$ cat src/rtl/cut_probe_pkg.sv
// Shared types and helpers for the cut activity probe: FSM states, LFSR constants
// and a saturating adder used by all activity counters.
package cut_probe_pkg;

    typedef enum logic [1:0] {
        IDLE = 2'd0,
        RUN  = 2'd1,
        FIN  = 2'd2
    } probe_state_e;

    // Fibonacci taps 16,14,13,11 expressed as state bits 0,2,3,5 for a right-shifting register
    localparam logic [15:0] LFSR_TAPS         = 16'h002D;
    localparam logic [15:0] LFSR_DEFAULT_SEED = 16'hACE1;

    function automatic logic [15:0] effective_seed(input logic [15:0] seed);
        return (seed == 16'h0000) ? 16'h0001 : seed;
    endfunction

    function automatic logic [31:0] sat_add(input logic [31:0] a,
                                            input logic [31:0] b,
                                            input logic [31:0] max_val);
        logic [32:0] sum;
        sum = {1'b0, a} + {1'b0, b};
        return (sum > {1'b0, max_val}) ? max_val : sum[31:0];
    endfunction

endpackage

$ cat src/rtl/cut_probe_lfsr.sv
// 16-bit Fibonacci LFSR with load/step controls; exposes the low bits of the
// state it will move to on the next step.
module cut_probe_lfsr
    import cut_probe_pkg::*;
#(
    parameter int          OUT_W = 4,
    parameter logic [15:0] SEED  = LFSR_DEFAULT_SEED
) (
    input  logic             clk,
    input  logic             rst,
    input  logic             load,
    input  logic             step,
    output logic [OUT_W-1:0] next_low
);

    localparam logic [15:0] EFF_SEED = effective_seed(SEED);

    logic [15:0] state;
    logic [15:0] next_state;

    assign next_state = {^(state & LFSR_TAPS), state[15:1]};
    assign next_low   = next_state[OUT_W-1:0];

    always_ff @(posedge clk) begin
        if (rst) begin
            state <= EFF_SEED;
        end else if (load) begin
            state <= EFF_SEED;
        end else if (step) begin
            state <= next_state;
        end
    end

endmodule

$ cat src/rtl/cut_activity_probe.sv
// Drives vectors into a combinational cut, records its truth table and switching activity.
// Optional golden-table comparison is enabled by defining CUT_PROBE_GOLDEN_CHECK_EN.
module cut_activity_probe
    import cut_probe_pkg::*;
#(
    parameter int          N_IN      = 4,
    parameter int          CNT_W     = 16,
    parameter logic [15:0] LFSR_SEED = LFSR_DEFAULT_SEED
) (
    input  logic                 clk,
    input  logic                 rst,
    input  logic                 start,
    input  logic                 mode,
    input  logic [CNT_W-1:0]     num_vec,
    output logic                 busy,
    output logic                 done,
    output logic [N_IN-1:0]      cut_in,
    input  logic                 cut_out,
    output logic [2**N_IN-1:0]   truth_tbl,
    output logic [CNT_W-1:0]     in_toggles,
    output logic [CNT_W-1:0]     out_toggles,
    output logic [CNT_W-1:0]     ones_cnt
`ifdef CUT_PROBE_GOLDEN_CHECK_EN
    ,
    input  logic [2**N_IN-1:0]   golden_tt,
    output logic                 mismatch,
    output logic [N_IN-1:0]      mismatch_idx
`endif
);

    localparam int          NV       = 2**N_IN;
    localparam int          REM_W    = (CNT_W > N_IN) ? CNT_W + 1 : N_IN + 2;
    localparam logic [31:0] CNT_MAX  = 32'((64'(1) << CNT_W) - 64'(1));
    localparam logic [15:0] EFF_SEED = effective_seed(LFSR_SEED);

    probe_state_e       state;
    probe_state_e       state_nxt;
    logic [REM_W-1:0]   remaining;
    logic [REM_W-1:0]   vec_total;
    logic               mode_r;
    logic               first_sample;
    logic               prev_out;
    logic               accept;
    logic               last_sample;
    logic               advance;
    logic [N_IN-1:0]    lfsr_next;
    logic [N_IN-1:0]    next_vec;

    assign accept      = (state == IDLE) && start;
    assign vec_total   = mode ? REM_W'(num_vec) : REM_W'(NV);
    assign last_sample = (state == RUN) && (remaining == REM_W'(1));
    assign advance     = (state == RUN) && !last_sample;
    assign next_vec    = mode_r ? lfsr_next : cut_in + N_IN'(1);

    cut_probe_lfsr #(
        .OUT_W (N_IN),
        .SEED  (LFSR_SEED)
    ) u_lfsr (
        .clk      (clk),
        .rst      (rst),
        .load     (accept),
        .step     (advance && mode_r),
        .next_low (lfsr_next)
    );

    always_ff @(posedge clk) begin
        if (rst) begin
            state <= IDLE;
        end else begin
            state <= state_nxt;
        end
    end

    always_comb begin
        state_nxt = state;
        busy      = 1'b0;
        done      = 1'b0;
        case (state)
            IDLE: begin
                if (start) begin
                    state_nxt = (vec_total == '0) ? FIN : RUN;
                end
            end
            RUN: begin
                busy = 1'b1;
                if (last_sample) begin
                    state_nxt = FIN;
                end
            end
            FIN: begin
                done      = 1'b1;
                state_nxt = IDLE;
            end
            default: state_nxt = IDLE;
        endcase
    end

    // Every RUN edge samples the current vector; only non-final samples move to the next one
    always_ff @(posedge clk) begin
        if (rst) begin
            cut_in       <= '0;
            truth_tbl    <= '0;
            in_toggles   <= '0;
            out_toggles  <= '0;
            ones_cnt     <= '0;
            remaining    <= '0;
            mode_r       <= 1'b0;
            first_sample <= 1'b1;
            prev_out     <= 1'b0;
        end else if (accept) begin
            truth_tbl    <= '0;
            in_toggles   <= '0;
            out_toggles  <= '0;
            ones_cnt     <= '0;
            remaining    <= vec_total;
            mode_r       <= mode;
            first_sample <= 1'b1;
            prev_out     <= 1'b0;
            if (vec_total != '0) begin
                cut_in <= mode ? EFF_SEED[N_IN-1:0] : '0;
            end
        end else if (state == RUN) begin
            truth_tbl[cut_in] <= cut_out;
            ones_cnt          <= CNT_W'(sat_add(32'(ones_cnt), 32'(cut_out), CNT_MAX));
            if (!first_sample && (cut_out != prev_out)) begin
                out_toggles <= CNT_W'(sat_add(32'(out_toggles), 32'd1, CNT_MAX));
            end
            prev_out     <= cut_out;
            first_sample <= 1'b0;
            remaining    <= remaining - REM_W'(1);
            if (advance) begin
                cut_in     <= next_vec;
                in_toggles <= CNT_W'(sat_add(32'(in_toggles),
                                             32'($countones(cut_in ^ next_vec)), CNT_MAX));
            end
        end
    end

`ifdef CUT_PROBE_GOLDEN_CHECK_EN
    // Sticky flag; the index is frozen at the first disagreeing vector of the run
    always_ff @(posedge clk) begin
        if (rst || accept) begin
            mismatch     <= 1'b0;
            mismatch_idx <= '0;
        end else if ((state == RUN) && (cut_out != golden_tt[cut_in])) begin
            mismatch <= 1'b1;
            if (!mismatch) begin
                mismatch_idx <= cut_in;
            end
        end
    end
`endif

endmodule

$ cat config.mk
export PLATFORM = sky130hd
export DESIGN_NAME = cut_activity_probe
export DESIGN_NICKNAME = d
export VERILOG_FILES = /design/src/rtl/cut_probe_pkg.sv /design/src/rtl/cut_probe_lfsr.sv /design/src/rtl/cut_activity_probe.sv
export SDC_FILE = /design/constraint.sdc
export NUM_CORES = 1
export LEC_CHECK = 0
export CAP_MARGIN = 20
export CORE_ASPECT_RATIO = 0.6
export CORE_MARGIN = 2
export CORE_UTILIZATION = 53
export DETAILED_ROUTE_END_ITERATION = 8
export GPL_ROUTABILITY_DRIVEN = 0
export PLACE_DENSITY = 0.79
export SYNTH_ARGS = -nofsm -noshare
export SYNTH_HDL_FRONTEND = slang
export SYNTH_SLANG_ARGS = --single-unit
$ cat constraint.sdc
create_clock -name clk -period 5 [get_ports clk]
set_input_delay 1 -clock clk [delete_from_list [all_inputs] [get_ports clk]]
set_output_delay 1 -clock clk [all_outputs]
set_load 0.1 [all_outputs]
### Word level (Yosys, flattened, before mapping)

Index checks and enable logic that the tools add are counted.

* reduce and logical (&&, ||, !) cells: 19
* order comparisons: 5
* eq/ne operators: 7
* bitwise logic cells: 1
* $add $sub $neg: 8
* muxes and demuxes: 21

Operators by type and width (number)
* two-way mux 16 bit: 4
* greater-than comparator 17 x 16 -> 1 bit, second input constant: 3
* two-way mux 17 bit: 2
* two-way mux 4 bit: 5
* adder 16 x 1 -> 17 bit: 1
* adder 16 x 1 -> 17 bit, second input constant: 1
* adder 16 x 3 -> 17 bit: 1
* equality test 17 x 1 -> 1 bit, second input constant: 1
* logical NOT 17 bit: 1
* nonzero test 17 bit: 1
* subtractor 17 x 1 -> 17 bit, second input constant: 1
* bitwise mux 16 bit: 1
* XOR reduction 16 bit: 1
* logical AND 1 bit: 6
* two-way mux 2 bit: 3
* AND reduction 2 bit: 3
* < comparator 4 x 5 -> 1 bit, second input constant: 1
* adder 1 x 1 -> 2 bit: 2
* adder 4 x 1 -> 4 bit, second input constant: 1
* demux 1 bit (select 4 bit): 1
* greater-or-equal comparator 4 x 1 -> 1 bit, second input constant: 1
* two-way mux 1 bit: 4
* != test 2 bit, second input constant: 2
* case mux 2 bit (2 select lines): 1
* other kinds (11): 13

* output and inout port bits: 70
* register bits after elaboration: 106

### Longest topological paths before layout

* word-level depth: 8
* mapped depth: 14
* depth with buffers taken out: 12

### Cells and area by module

A second synthesis with hierarchy kept.

* cells, all modules: 652
* area, all modules: 5497.8 µm²

By module, submodules not included
* cut_activity_probe: instances 1, seq. area each 1801.7 µm², area an instance 4837.1 µm², cells an instance 592
* cut_probe_lfsr: instances 1, seq. area each 320.3 µm², area an instance 660.6 µm², cells an instance 60

### Worst setup path after synthesis

Ideal clock, no wire load.

* kind: register to register
* from: register cut_in[2]
* to: register in_toggles[7]
* cell stages (with the launch flop): 15
* setup slack: 1.082 ns
* data arrival time: 3.798 ns
* cells stage by stage: dfxtp_1 > clkbuf_1 > xnor2_1 > nand2_1 > o21ai_0 > fa_1 > inv_1 > fa_1 > fa_1 > nand2_1 > or4_1 > or2_2 > buf_1 > nand2_1 > o221a_2

* cells in the longest elaborated chain, start to end: 8

RTL lines
* start: declaration: line cut_activity_probe.sv:17 `output logic [N_IN-1:0] cut_in,`
* start signal: assignment: line cut_activity_probe.sv:120 `cut_in <= mode ? EFF_SEED[N_IN-1:0] : '0;`
* start signal: assignment: line cut_activity_probe.sv:132 `cut_in <= next_vec;`
* adder 4 x 1 -> 4 bit: line cut_activity_probe.sv:53 `assign next_vec = mode_r ? lfsr_next : cut_in + N_IN'(1);`
* two-way mux 4 bit: line cut_activity_probe.sv:53
* bitwise XOR 4 bit (*): line cut_activity_probe.sv:134 `32'($countones(cut_in ^ next_vec)), CNT_MAX));`
* adder 1 x 1 -> 2 bit (implied by the code) (*): line cut_activity_probe.sv:134
* adder 2 x 2 -> 3 bit (implied by the code) (*): line cut_activity_probe.sv:134
* adder 16 x 3 -> 17 bit (*): line cut_probe_pkg.sv:23 `sum = {1'b0, a} + {1'b0, b};`
* greater-than comparator 17 x 16 -> 1 bit: line cut_probe_pkg.sv:24 `return (sum > {1'b0, max_val}) ? max_val : sum[31:0];`
* two-way mux 16 bit (*): line cut_probe_pkg.sv:24
* end signal: assignment: line cut_activity_probe.sv:133 `in_toggles <= CNT_W'(sat_add(32'(in_toggles),`
* end: declaration: line cut_activity_probe.sv:20 `output logic [CNT_W-1:0] in_toggles,`

Mark *: on every way between the ends. The rest lies on a longest branch, timed or not.
A chain may end at the register's enable or synchronous reset.

### Worst setup path after layout

* from: register cut_in[0]
* to: register in_toggles[6]

* cells in the longest elaborated chain, start to end: 8
* elaborated cells between the ends (all ways): 9
* those cells by class: 5 x add/sub; 1 x order compare; 2 x mux; 1 x bitwise

RTL lines (line)
* adder 4 x 1 -> 4 bit: cut_activity_probe.sv:53
* two-way mux 4 bit: cut_activity_probe.sv:53
* bitwise XOR 4 bit (*): cut_activity_probe.sv:134
* adder 1 x 1 -> 2 bit (implied by the code): cut_activity_probe.sv:134
* adder 2 x 2 -> 3 bit (implied by the code) (*): cut_activity_probe.sv:134
* adder 16 x 3 -> 17 bit (*): cut_probe_pkg.sv:23
* greater-than comparator 17 x 16 -> 1 bit: cut_probe_pkg.sv:24
* two-way mux 16 bit (*): cut_probe_pkg.sv:24

Marks and branches as above.

==> impl_metrics.yaml <==
status:
  status: "finished clean"
clock_tree:
  clock_latency_ns: 0.35
  cts_tree: "done"
  cts.sinks: 106
  cts_hold_buf: 0
  numCtsBuffers: 9
  clkTransAtPathRegs_ns: 0.07
  clockBufferDepth: 2
  h-tree-depth: 3
  cts_setup_buffers: 0
  cts_resized: 0
  root_buffer: "clkbuf_16"
synth:
  yosys.area_share.simple_pct: 25.6
  synthMuxAreaShare_pct: 3.61
  synth_nets: 654
  synth_ff_type: "dfxtp_1"
  ys_top_cells_by_area: "dfxtp_1 40%, nor2_1 4.6%, a21oi_1 4.4%, nand3_1 3.7%, mux2i_1 3.6%"
  synthesis.area_um2: 5270
  synth_top_family_by_area: "simple AND/OR/NAND/NOR gates"
  synth_cell_types: 61
  synth_top_area_share_pct: 40.3
  synthCells: 619
  yosysTopAreaCell: "dfxtp_1"
  synth_edf_count: 0
  synth-compound-area-share_pct: 17.4
  yosysWarnings: 0
  synthAdderAreaFrac_pct: 3.75
  ys_seq_area_share_pct: 40.3
  ys_ff_latch: 106
  synth-xor-area-share_pct: 4.82
  post_synth.cell_area_avg_um2: 8.51
  synthArstFlopShare_pct: 0
placed_design:
  hpwl_um: 9230
  portBuffers: 90
sta:
  slew_viol_final: 0
  setup-tns-final_ns: 0
  worstMarginPinSlew_ns: 1.03
  clock_skew_ns: 0.00918
  rsz0062_at_grt: "false"
  fin_crit_ns: 3.62
  period_share_pct: 72.4
  final-setup-viol-count: 0
  fmaxAchievable_ghz: 0.276
  relSlewSlack_pct: 31.3
  hold_violations: 0
route:
  vias: 5056
  drc: 0
  dr.first_iter.drc_count: 385
  via_per_inst: 6.09
  wl_um: 13400
  ant_nets: 0
  first_pass_iters: 5
  wl_per_cell_um: 16.1
floorplan:
  design.core.area_um2: 9770
  die-area_um2: 10800
  pin_count: 91
  rows: 28
  die-width_um: 133
  start_util_pct: 53.9
  fp.dieH_um: 81.2
flow_run:
  maxCapViolCount: 0
power:
  comb_power_share_pct: 17.7
  p_clk_share_pct: 37.2
  p_leak_nw: 2.21
  powerDensity_nw_per_um2: 305
  ir_worst_vdd_mv: 0.186
  p_sw_w: 0.000584
  p_int_w: 0.00141
  swShare_pct: 29.3
  p_seq_share_pct: 45.1
critical_path:
  required_ns: 5.24
  worstPathMaxFanout: 8
  crit_path_end_kind: "flip-flop"
  critPathKind: "flip-flop to flip-flop"
  cp.arrival_ns: 3.86
  crit_path_start_kind: "flip-flop"
global_route:
  grt_pass1_vias: 4465
  met1_usage_pct: 34.7
  grt_max_degree: 49
  grt_pass1_wl_um: 21600
  grtUsageMet2_pct: 38.2
  grt_use_met3_pct: 5.87
  grt.busiest_layer: "met2"
  antenna_found_initial: 0
  overflow: 0
  grt_use_total_pct: 24.6
hold_path:
  hold_class: "flip-flop to flip-flop"
cells_and_area:
  drive_gt1_share_pct: 5.76
  area_growth_pct: 24.2
  nNetsFinal: 725
  final_util_pct: 67.0
  diodes: 0
  nFillCells: 767
## layout make-up
| cell class | count | area, µm² | share of cell area [%] |
|---|---|---|---|
| multi-input combinational | 458 | 2910 | 44.5 |
| sequential | 106 | 2120 | 32.4 |
| timing repair buffer | 98 | 965 | 14.7 |
| clock buffer | 12 | 256 | 3.92 |
| tap | 135 | 169 | 2.58 |
| inverter | 17 | 63.8 | 0.975 |
| clock inverter | 4 | 56.3 | 0.860 |
## routing by layer
| metal | up-vias | part of all wire (%) |
|---|---|---|
| met5 | - | 0 |
| met4 | 0 | 0.87 |
| met3 | 16 | 8.2 |
| met2 | 237 | 43 |
| met1 | 2393 | 48 |
| li1 | 2410 | - |
## synthesized netlist by cell type, drive strengths merged, types with 4 or more instances
master / n
o221a: 5
or4: 4
and3: 8
nor3b: 5
a31oi: 13
mux2i: 19
or3: 8
nand2b: 7
o22ai: 5
and4: 10
nor2: 64
ha: 11
xnor2: 14
and2: 7
dfxtp: 106
a311oi: 5
a211oi: 8
nand2: 48
buf: 7
inv: 16
a21oi: 46
nor3: 30
o21ai: 17
nand3: 39
clkbuf: 31
xor2: 15
nand4: 15
nor4: 11
## registers in the layout, indices dropped and copies added, names as in the netlist
name / flops
in_toggles: 16
truth_tbl: 16
cut_in: 4
prev_out: 1
ones_cnt: 16
out_toggles: 16
remaining: 17
mode_r: 1
first_sample: 1
state: 2
u_lfsr.state: 16
## worst max-delay path, stage by stage (launching register included)
cell and delay [ns]:
dfxtp_1 0.40, ha_1 0.30, o21ai_0 0.30, fa_1 0.46
inv_1 0.09, fa_1 0.23, fa_1 0.26, nand2_1 0.10
or4_1 0.48, nor2_1 0.48, nor2_1 0.14, a311oi_1 0.28
## worst paths after layout
check	from	end	slack, ns	cells past startpoint
worst min register to register	first_sample$_SDFFE_PP1P_	first_sample$_SDFFE_PP1P_	0.46	2
worst min-delay path	first_sample$_SDFFE_PP1P_	first_sample$_SDFFE_PP1P_	0.46	2
worst max-delay path	cut_in[0]$_SDFFE_PP0P_	in_toggles[6]$_SDFFE_PP0P_	1.38	11
worst max register to register	cut_in[0]$_SDFFE_PP0P_	in_toggles[6]$_SDFFE_PP0P_	1.38	11
## power groups by stage
stage | Clock [W] | Sequential, W | Combinational (W)
2_1_floorplan | 0 | 0.000943 | 0.000240
3_3_place_gp | 0 | 0.000916 | 0.000338
3_5_place_dp | 0 | 0.000919 | 0.000345
4_1_cts | 0.000755 | 0.000899 | 0.000348
5_1_grt | 0.000787 | 0.000904 | 0.000384
6_report | 0.000742 | 0.000901 | 0.000353
## cells in the final DEF, fill, tap and decap left out, drive strengths merged, types with 12 or more instances in the layout
cell type,n
nand3,39
nor3,30
nand4,15
xor2,15
mux2i,19
clkbuf,12
o21ai,17
a31oi,13
nand2,48
inv,19
clkdlybuf4s50,90
xnor2,14
nor2,64
a21oi,46
dfxtp,106
## cell families (layout without fill, tap and decap cells)
logic type | Yosys count | in the layout
simple gates | 264 | 264
compound gates | 132 | 132
flops | 106 | 106
buf+inv | 55 | 131
xor+xnor | 29 | 29
mux | 19 | 19
fa+ha+maj | 14 | 14
## through the flow
step | area [µm²] | hold slack, ns | setup slack [ns] | cells | power, W
after CTS | 6540 | 0.462 | 1.43 | 829 | 0.00200
after detailed placement | 6220 | 0.454 | 1.37 | 813 | 0.00126
after floorplan | 5270 | 0.432 | 1.08 | 619 | 0.00118
after global placement | 6220 | 0.442 | 1.44 | 813 | 0.00125
after global routing | 6550 | 0.497 | 1.17 | 830 | 0.00207
final | 6550 | 0.456 | 1.38 | 830 | 0.00200
No activity file was read; power rests on OpenSTA's default activity.
